$ cat config.mk
export PLATFORM = sky130hd
export DESIGN_NAME = sync_ram_dp
export DESIGN_NICKNAME = d
export VERILOG_FILES = /design/src/rtl/sync_ram_dp.sv
export SDC_FILE = /design/constraint.sdc
export NUM_CORES = 2
export LEC_CHECK = 0
export BUFFER_PORTS_ARGS = -buffer_cell sky130_fd_sc_hd__buf_2
export CELL_PAD_IN_SITES_DETAIL_PLACEMENT = 0
export CELL_PAD_IN_SITES_GLOBAL_PLACEMENT = 2
export CORE_ASPECT_RATIO = 0.6
export CORE_UTILIZATION = 35
export CTS_BUF_LIST = sky130_fd_sc_hd__clkbuf_8
export DETAILED_ROUTE_END_ITERATION = 10
export MAX_ROUTING_LAYER = met4
export PLACE_DENSITY = 0.65
export SETUP_SLACK_MARGIN = 0.15
export SYNTH_ARGS = -nofsm -noshare
export SYNTH_HDL_FRONTEND = slang
export SYNTH_SLANG_ARGS = --single-unit
export TNS_END_PERCENT = 50
$ cat constraint.sdc
create_clock -name clk -period 7.85 [get_ports clk]
set_clock_uncertainty 0.15 [all_clocks]
set_input_delay 1.1775 -clock clk [delete_from_list [all_inputs] [get_ports clk]]
set_output_delay 1.1775 -clock clk [all_outputs]
set_load 0.02 [all_outputs]
$ cat src/rtl/sync_ram_dp.sv
// Simple-dual-port RAM (A: r/w with byte enables, B: read) with hardware zero-sweep after reset or clr.
// Read latency 1 cycle (2 with OUT_REG); no backpressure, one access per port per cycle, ports ignored while init_busy.
module sync_ram_dp #(
  parameter int DATA_WIDTH = 32,
  parameter int ADDR_WIDTH = 6,
  parameter int BYTE_WIDTH = 8,
  parameter int RW_MODE    = 0,
  parameter int OUT_REG    = 0
) (
  input  logic                             clk,
  input  logic                             rst_n,
  input  logic                             clr,
  output logic                             init_busy,
  input  logic                             a_en,
  input  logic [DATA_WIDTH/BYTE_WIDTH-1:0] a_we,
  input  logic [ADDR_WIDTH-1:0]            a_addr,
  input  logic [DATA_WIDTH-1:0]            a_din,
  output logic [DATA_WIDTH-1:0]            a_dout,
  output logic                             a_valid,
  input  logic                             b_en,
  input  logic [ADDR_WIDTH-1:0]            b_addr,
  output logic [DATA_WIDTH-1:0]            b_dout,
  output logic                             b_valid
);

  localparam int NB    = DATA_WIDTH / BYTE_WIDTH;
  localparam int DEPTH = 2 ** ADDR_WIDTH;

  localparam logic [0:0] ST_INIT  = 1'b0;
  localparam logic [0:0] ST_READY = 1'b1;

  localparam logic [ADDR_WIDTH-1:0] CNT_ONE  = 1;
  localparam logic [ADDR_WIDTH-1:0] CNT_LAST = '1;

  logic [0:0]            state;
  logic [ADDR_WIDTH-1:0] cnt;
  logic [DATA_WIDTH-1:0] mem [DEPTH];

  logic                  ready;
  logic                  a_acc;
  logic                  b_acc;
  logic                  a_wr;
  logic [DATA_WIDTH-1:0] a_old;
  logic [DATA_WIDTH-1:0] b_old;
  logic [DATA_WIDTH-1:0] a_merged;
  logic [DATA_WIDTH-1:0] a_rd;
  logic [DATA_WIDTH-1:0] b_rd;

  logic                  a_s1_vld;
  logic                  b_s1_vld;
  logic [DATA_WIDTH-1:0] a_s1_dat;
  logic [DATA_WIDTH-1:0] b_s1_dat;

  assign ready     = (state == ST_READY);
  assign init_busy = ~ready;

  // A clr cycle drops the access presented alongside it.
  assign a_acc = ready & a_en & ~clr;
  assign b_acc = ready & b_en & ~clr;
  assign a_wr  = a_acc & (|a_we);

  assign a_old = mem[a_addr];
  assign b_old = mem[b_addr];

  always_comb begin
    a_merged = a_old;
    for (int i = 0; i < NB; i++) begin
      if (a_we[i]) begin
        a_merged[i*BYTE_WIDTH +: BYTE_WIDTH] = a_din[i*BYTE_WIDTH +: BYTE_WIDTH];
      end
    end
  end

  // Write-first only differs from read-first when port A writes the address being read.
  assign a_rd = (RW_MODE == 1) ? a_merged : a_old;
  assign b_rd = ((RW_MODE == 1) && a_wr && (b_addr == a_addr)) ? a_merged : b_old;

  always_ff @(posedge clk or negedge rst_n) begin
    if (!rst_n) begin
      state <= ST_INIT;
      cnt   <= '0;
    end else begin
      case (state)
        ST_INIT: begin
          cnt <= cnt + CNT_ONE;
          if (cnt == CNT_LAST) begin
            state <= ST_READY;
          end
        end
        ST_READY: begin
          if (clr) begin
            state <= ST_INIT;
            cnt   <= '0;
          end
        end
        default: begin
          state <= ST_INIT;
          cnt   <= '0;
        end
      endcase
    end
  end

  always_ff @(posedge clk) begin
    if (!ready) begin
      mem[cnt] <= '0;
    end else if (a_wr) begin
      for (int i = 0; i < NB; i++) begin
        if (a_we[i]) begin
          mem[a_addr][i*BYTE_WIDTH +: BYTE_WIDTH] <= a_din[i*BYTE_WIDTH +: BYTE_WIDTH];
        end
      end
    end
  end

  always_ff @(posedge clk or negedge rst_n) begin
    if (!rst_n) begin
      a_s1_vld <= 1'b0;
      b_s1_vld <= 1'b0;
      a_s1_dat <= '0;
      b_s1_dat <= '0;
    end else begin
      a_s1_vld <= a_acc;
      b_s1_vld <= b_acc;
      if (a_acc) begin
        a_s1_dat <= a_rd;
      end
      if (b_acc) begin
        b_s1_dat <= b_rd;
      end
    end
  end

  generate
    if (OUT_REG != 0) begin : g_out_reg
      logic                  a_s2_vld;
      logic                  b_s2_vld;
      logic [DATA_WIDTH-1:0] a_s2_dat;
      logic [DATA_WIDTH-1:0] b_s2_dat;

      always_ff @(posedge clk or negedge rst_n) begin
        if (!rst_n) begin
          a_s2_vld <= 1'b0;
          b_s2_vld <= 1'b0;
          a_s2_dat <= '0;
          b_s2_dat <= '0;
        end else begin
          a_s2_vld <= a_s1_vld;
          b_s2_vld <= b_s1_vld;
          if (a_s1_vld) begin
            a_s2_dat <= a_s1_dat;
          end
          if (b_s1_vld) begin
            b_s2_dat <= b_s1_dat;
          end
        end
      end

      assign a_dout  = a_s2_dat;
      assign a_valid = a_s2_vld;
      assign b_dout  = b_s2_dat;
      assign b_valid = b_s2_vld;
    end else begin : g_no_out_reg
      assign a_dout  = a_s1_dat;
      assign a_valid = a_s1_vld;
      assign b_dout  = b_s1_dat;
      assign b_valid = b_s1_vld;
    end
  endgenerate

endmodule
Yosys cells after proc, flatten, opt, wreduce, memory -nomap -nowiden
Memory sizes are Yosys's and may differ from the RTL's. A register that Yosys moved wholly into a read port is not among the register bits. Cells that the tools add are included.

Word-level logic and storage cells: 44. Bits in writable memories: 2048. Register bits: 9. Memories: 1.

Memories: mem (words 64, width 32, read ports 2, clocked after Yosys merged registers in 2, write ports 1, RTL line 37) `logic [DATA_WIDTH-1:0] mem [DEPTH];`.

Bitwise gates (word level): 7. Equal/unequal tests: 2. $add $sub $neg: 1. Reductions and logical operators: 4. Mux-type cells: 25.

Operator list (number): $mux 32 (1); $reduce_or 32->1 (1); $mux 1 (19); $mux 6 (2); $pmux 6 s2 (1); $add 6x1->6 const B (1); $eq 6x6->1 const B (1); $and 1x1->1 (5); $mux 4 (1); $reduce_or 4->1 (1); $logic_not 1->1 (2); $ne 2x2->1 const B (1); $not 1->1 (2); $pmux 1 s2 (1).

Logic depth before layout (Yosys ltp)
Depth in word-level cells: 8. Depth in mapped cells: 10. Gate-level depth less buffers: 5.

Worst setup path after synthesis
OpenSTA, ideal clock, no wires.

Path kind: input -> register. Start point: input port clr. End point: memory mem[0][10] (data pin). Stages on the path: 8. Path slack: 4144 ps. Data arrival time: 3188 ps. Cell sequence: and3b_1 > buf_2 > o41a_1 > buf_2 > buf_6 > buf_6 > clkbuf_1 > and2_1.

Word-level cells in the longest chain between the ends: 8. Elaborated cells between the ends (all ways): 17. Classes of those cells: mux: 13; bitwise: 3; reduce/logical: 1.

Ends and longest elaborated chain: from (decl) (RTL line 12) `input logic clr,`; $not 1->1 * (RTL line 58) `assign a_acc = ready & a_en & ~clr;`; $and 1x1->1 * (RTL line 58); $and 1x1->1 * (RTL line 60) `assign a_wr = a_acc & (|a_we);`; $mux 1 (RTL line 107) `end else if (a_wr) begin`; $mux 1 (RTL line 105) `if (!ready) begin`; $mux 1 (implied by the code) (RTL line 110) `mem[a_addr][i*BYTE_WIDTH +: BYTE_WIDTH] <= a_din[i*BYTE_WIDTH +: BYTE_WIDTH];`; $reduce_or 32->1 (no source line) *; $mux 32 (no source line) *; to (decl) (RTL line 37).

Every way passes the cells marked *; elsewhere a longest branch is shown, timed or not.

Worst setup path in the final report
Start point: register state (netlist: ready). End point: memory mem[12][16], enable pin.

Word-level cells in the longest chain between the ends: 8. Elaborated cells between the ends (all ways): 19. Classes of those cells: mux: 15; bitwise: 3; reduce/logical: 1.

Ends and longest elaborated chain: from (decl) (RTL line 35) `logic [0:0] state;`; from (signal assigned) (RTL line 80) `state <= ST_INIT;`; from (signal assigned) (RTL line 87) `state <= ST_READY;`; from (signal assigned) (RTL line 92) `state <= ST_INIT;`; $and 1x1->1 (2 in a row) (RTL line 58); $and 1x1->1 (RTL line 60); $mux 1 (RTL line 107); $mux 1 (RTL line 105); $mux 1 (implied by the code) (RTL line 110); $reduce_or 32->1 (no source line); $mux 6 (no source line) / $mux 4 (equally long branches).

Several ways; a longest one is shown, not always the timed one.

==> results.toml <==
[synthesis]
synth_area_per_cell_um2 = 16.2
synth_top_cell_area_share_pct = 61.4
synth_nets = 6233
synth_seq_cells = 2121
synth-edff-count = 2048
synthesis.area_mm2 = 0.100
synthTopCellsByCount = "edfxtp_1 (2048), mux2i_1 (1153), mux4_2 (480)"
synth_ff_type = "edfxtp_1"
async_flop_share_pct = 3.44
ys_seq_area_share_pct = 63.2
ys_types = 51
synth_most_common_cell = "edfxtp_1"
ys_top_cells_by_area = "edfxtp_1 (61%), mux2i_1 (12%), mux4_2 (11%)"
syn_inst = 6179
yosysTopAreaCell = "edfxtp_1"
ys_warn_count = 0

[final_layout]
fill_cells = 25800
nNetsFinal = 6417
utilization_pct = 39.5
seqCellArea_mm2 = 0.0633
multi_input_area_mm2 = 0.0346
final_cells = 10400
drive_above_1_share_pct = 21.5
syn_to_final_growth_pct = 11.8

[outcome]
status = "complete, no violations"

[timing]
finalMaxSlewViolations = 0
max_freq_mhz = 196
setup_tns_ps = 0
setup_violations = 0
relSlewSlack_pct = 4.41
min_period_ps = 5100
hold_viol = 0
rsz0062_at_grt = "no"
fin_crit_sh_pct = 65.0
tightest_slew_ps = 1420

[setup_path]
r2r_cells = 6
critical-path-top-delay-family = "simple AND/OR/NAND/NOR gates"
cpPeakStageDelay_ps = 1050
cp_data_required_time_ps = 8300
path_common_cell = "buf_4"
critPathBufInv = 2
critical_path.max_fanout = 24
r2r_slack_ps = 2750
critical_path_class = "reg -> reg"
cp.arrival_ps = 5550
worst-path-stages = 6
worstSetupEndpointType = "flop"
slowest_stage = "nor3_1"
worst_setup_path_start_kind = "flop"
crit_chain = "and3b_4 -> o41a_2 -> buf_4 -> a31oi_4 -> buf_4 -> nor3_1"

[pwr]
p_leak_nw = 39.3
vdd_drop_max_v = 0.000136
power_density_mw_per_mm2 = 247
power_mw = 27.6

[clocking]
cts_tree = "done"
clock_latency_ps = 1040
cts_resized = 0
post_cts_buffers = 0
clk_pin_slew_ps = 70
hold_buffers = 0
clock-sinks = 2121
cts_root_buf = "clkbuf_8"
htree_levels = 5
cts_buffers = 339
clockBufferDepth = 4

[floorplan]
fp.dieArea_mm2 = 0.288
start_util_pct = 35.3
die_y_um = 416
pin_count = 120
row_count = 151
die_x_um = 693
core_mm2 = 0.283

[placed_design]
post-dp-hpwl_um = 270000
gp_congestion = 0.901
dp_cells = 9768
portBuffers = 119

[global_routing]
grt_pass1_wl_um = 542000
track_usage_pct = 27.9
grt_max_degree = 131
grt_pass1_vias = 62000
overflow = 0
antenna_found_initial = 41

[detailed_routing]
viasPerCell = 6.25
drc = 0
route.antenna.remaining_nets = 0
drtPass1Iterations = 6
wl_per_cell_um = 38.6
first_iter_violations = 9263
wl_um = 401000
vias = 65000

[job]
cap_viol_max_count = 0

[hold_path]
hp-class = "in -> async"
## path summary, 6_finish.rpt
check                                    endpoint                   from
hold reg to reg             a_dout[3]$_DFFE_PN0N_  a_dout[3]$_DFFE_PN0N_
min in group clk               cnt[1]$_DFFE_PN0P_                    clr
setup / recovery            mem[12][16]$_DFFE_PP_        ready$_DFF_PN0_
max in group asynchronous   b_dout[7]$_DFFE_PN0P_                  rst_n
hold / removal             b_dout[31]$_DFFE_PN0P_                  rst_n
setup reg to reg            mem[12][16]$_DFFE_PP_        ready$_DFF_PN0_
## per-stage QoR
stage	hold WS (ps)	area, um^2	setup slack (ps)
finish	76.8	112000	2750
global route	74.2	112000	2610
CTS	52.1	112000	2780
detailed placement	412	105000	2140
global placement	405	105000	2280
floorplan	413	100000	4140
## cells in the final DEF (no fill, tap or decap), types with 71 or more instances in the layout
cell type  netlist  routed
nand3_1        134     131
a211oi_1       128     127
o22ai_1        132     132
mux4_2         480     480
a21oi_1        161     157
inv_1            5     103
nor3_1         169     160
nor2_1         223     218
nand2_1        128     124
dfrtp_1         73      73
buf_2          204     112
edfxtp_1      2048    2048
mux2i_1       1153    1153
buf_4           50     245
clkinv_1         1      71
clkbuf_8         0     358
a22oi_1        287     287
## power by group
group / switching, mW / total, mW / internal [mW]
logic: 3.02 / 4.20 / 1.18
clock network: 4.81 / 9.66 / 4.86
registers: 0.647 / 13.7 / 13.1
## cell type report
type / instances / area share (%)
sequential: 2121 / 56.6
multi-input combinational: 3516 / 30.9
clock buffer: 358 / 4.40
tap: 3748 / 4.19
timing repair buffer: 379 / 2.50
clock inverter: 246 / 1.39
antenna: 24 / 0.0537
inverter: 6 / 0.0201
## sequential cells by signal, summed over array words and instances, names as in the netlist
signal	cells
ready	1
b_valid	1
mem	2048
b_dout	32
a_dout	32
cnt	6
a_valid	1
## logic make-up (layout without fill, tap and decap cells)
group | after synthesis | in the layout | share of synthesized area (%)
xor gates and xnor gates | 4 | 4 | 0.0350
muxes | 1668 | 1668 | 22.7
adders and majority gates | 1 | 1 | 0.0125
AOI/OAI and AO/OA | 952 | 952 | 6.87
buffers and inverters | 542 | 989 | 2.76
DFF | 2121 | 2121 | 63.2
and+or+nand+nor | 891 | 891 | 4.36
other | 0 | 24 | 0
## layer usage
layer  track usage [%]  wire (um)
met4              5.54       8310
met3              10.3      54300
met5                 -          0
met1              42.8     185000
met2              34.5     154000
(Power assumes the default switching activity.)
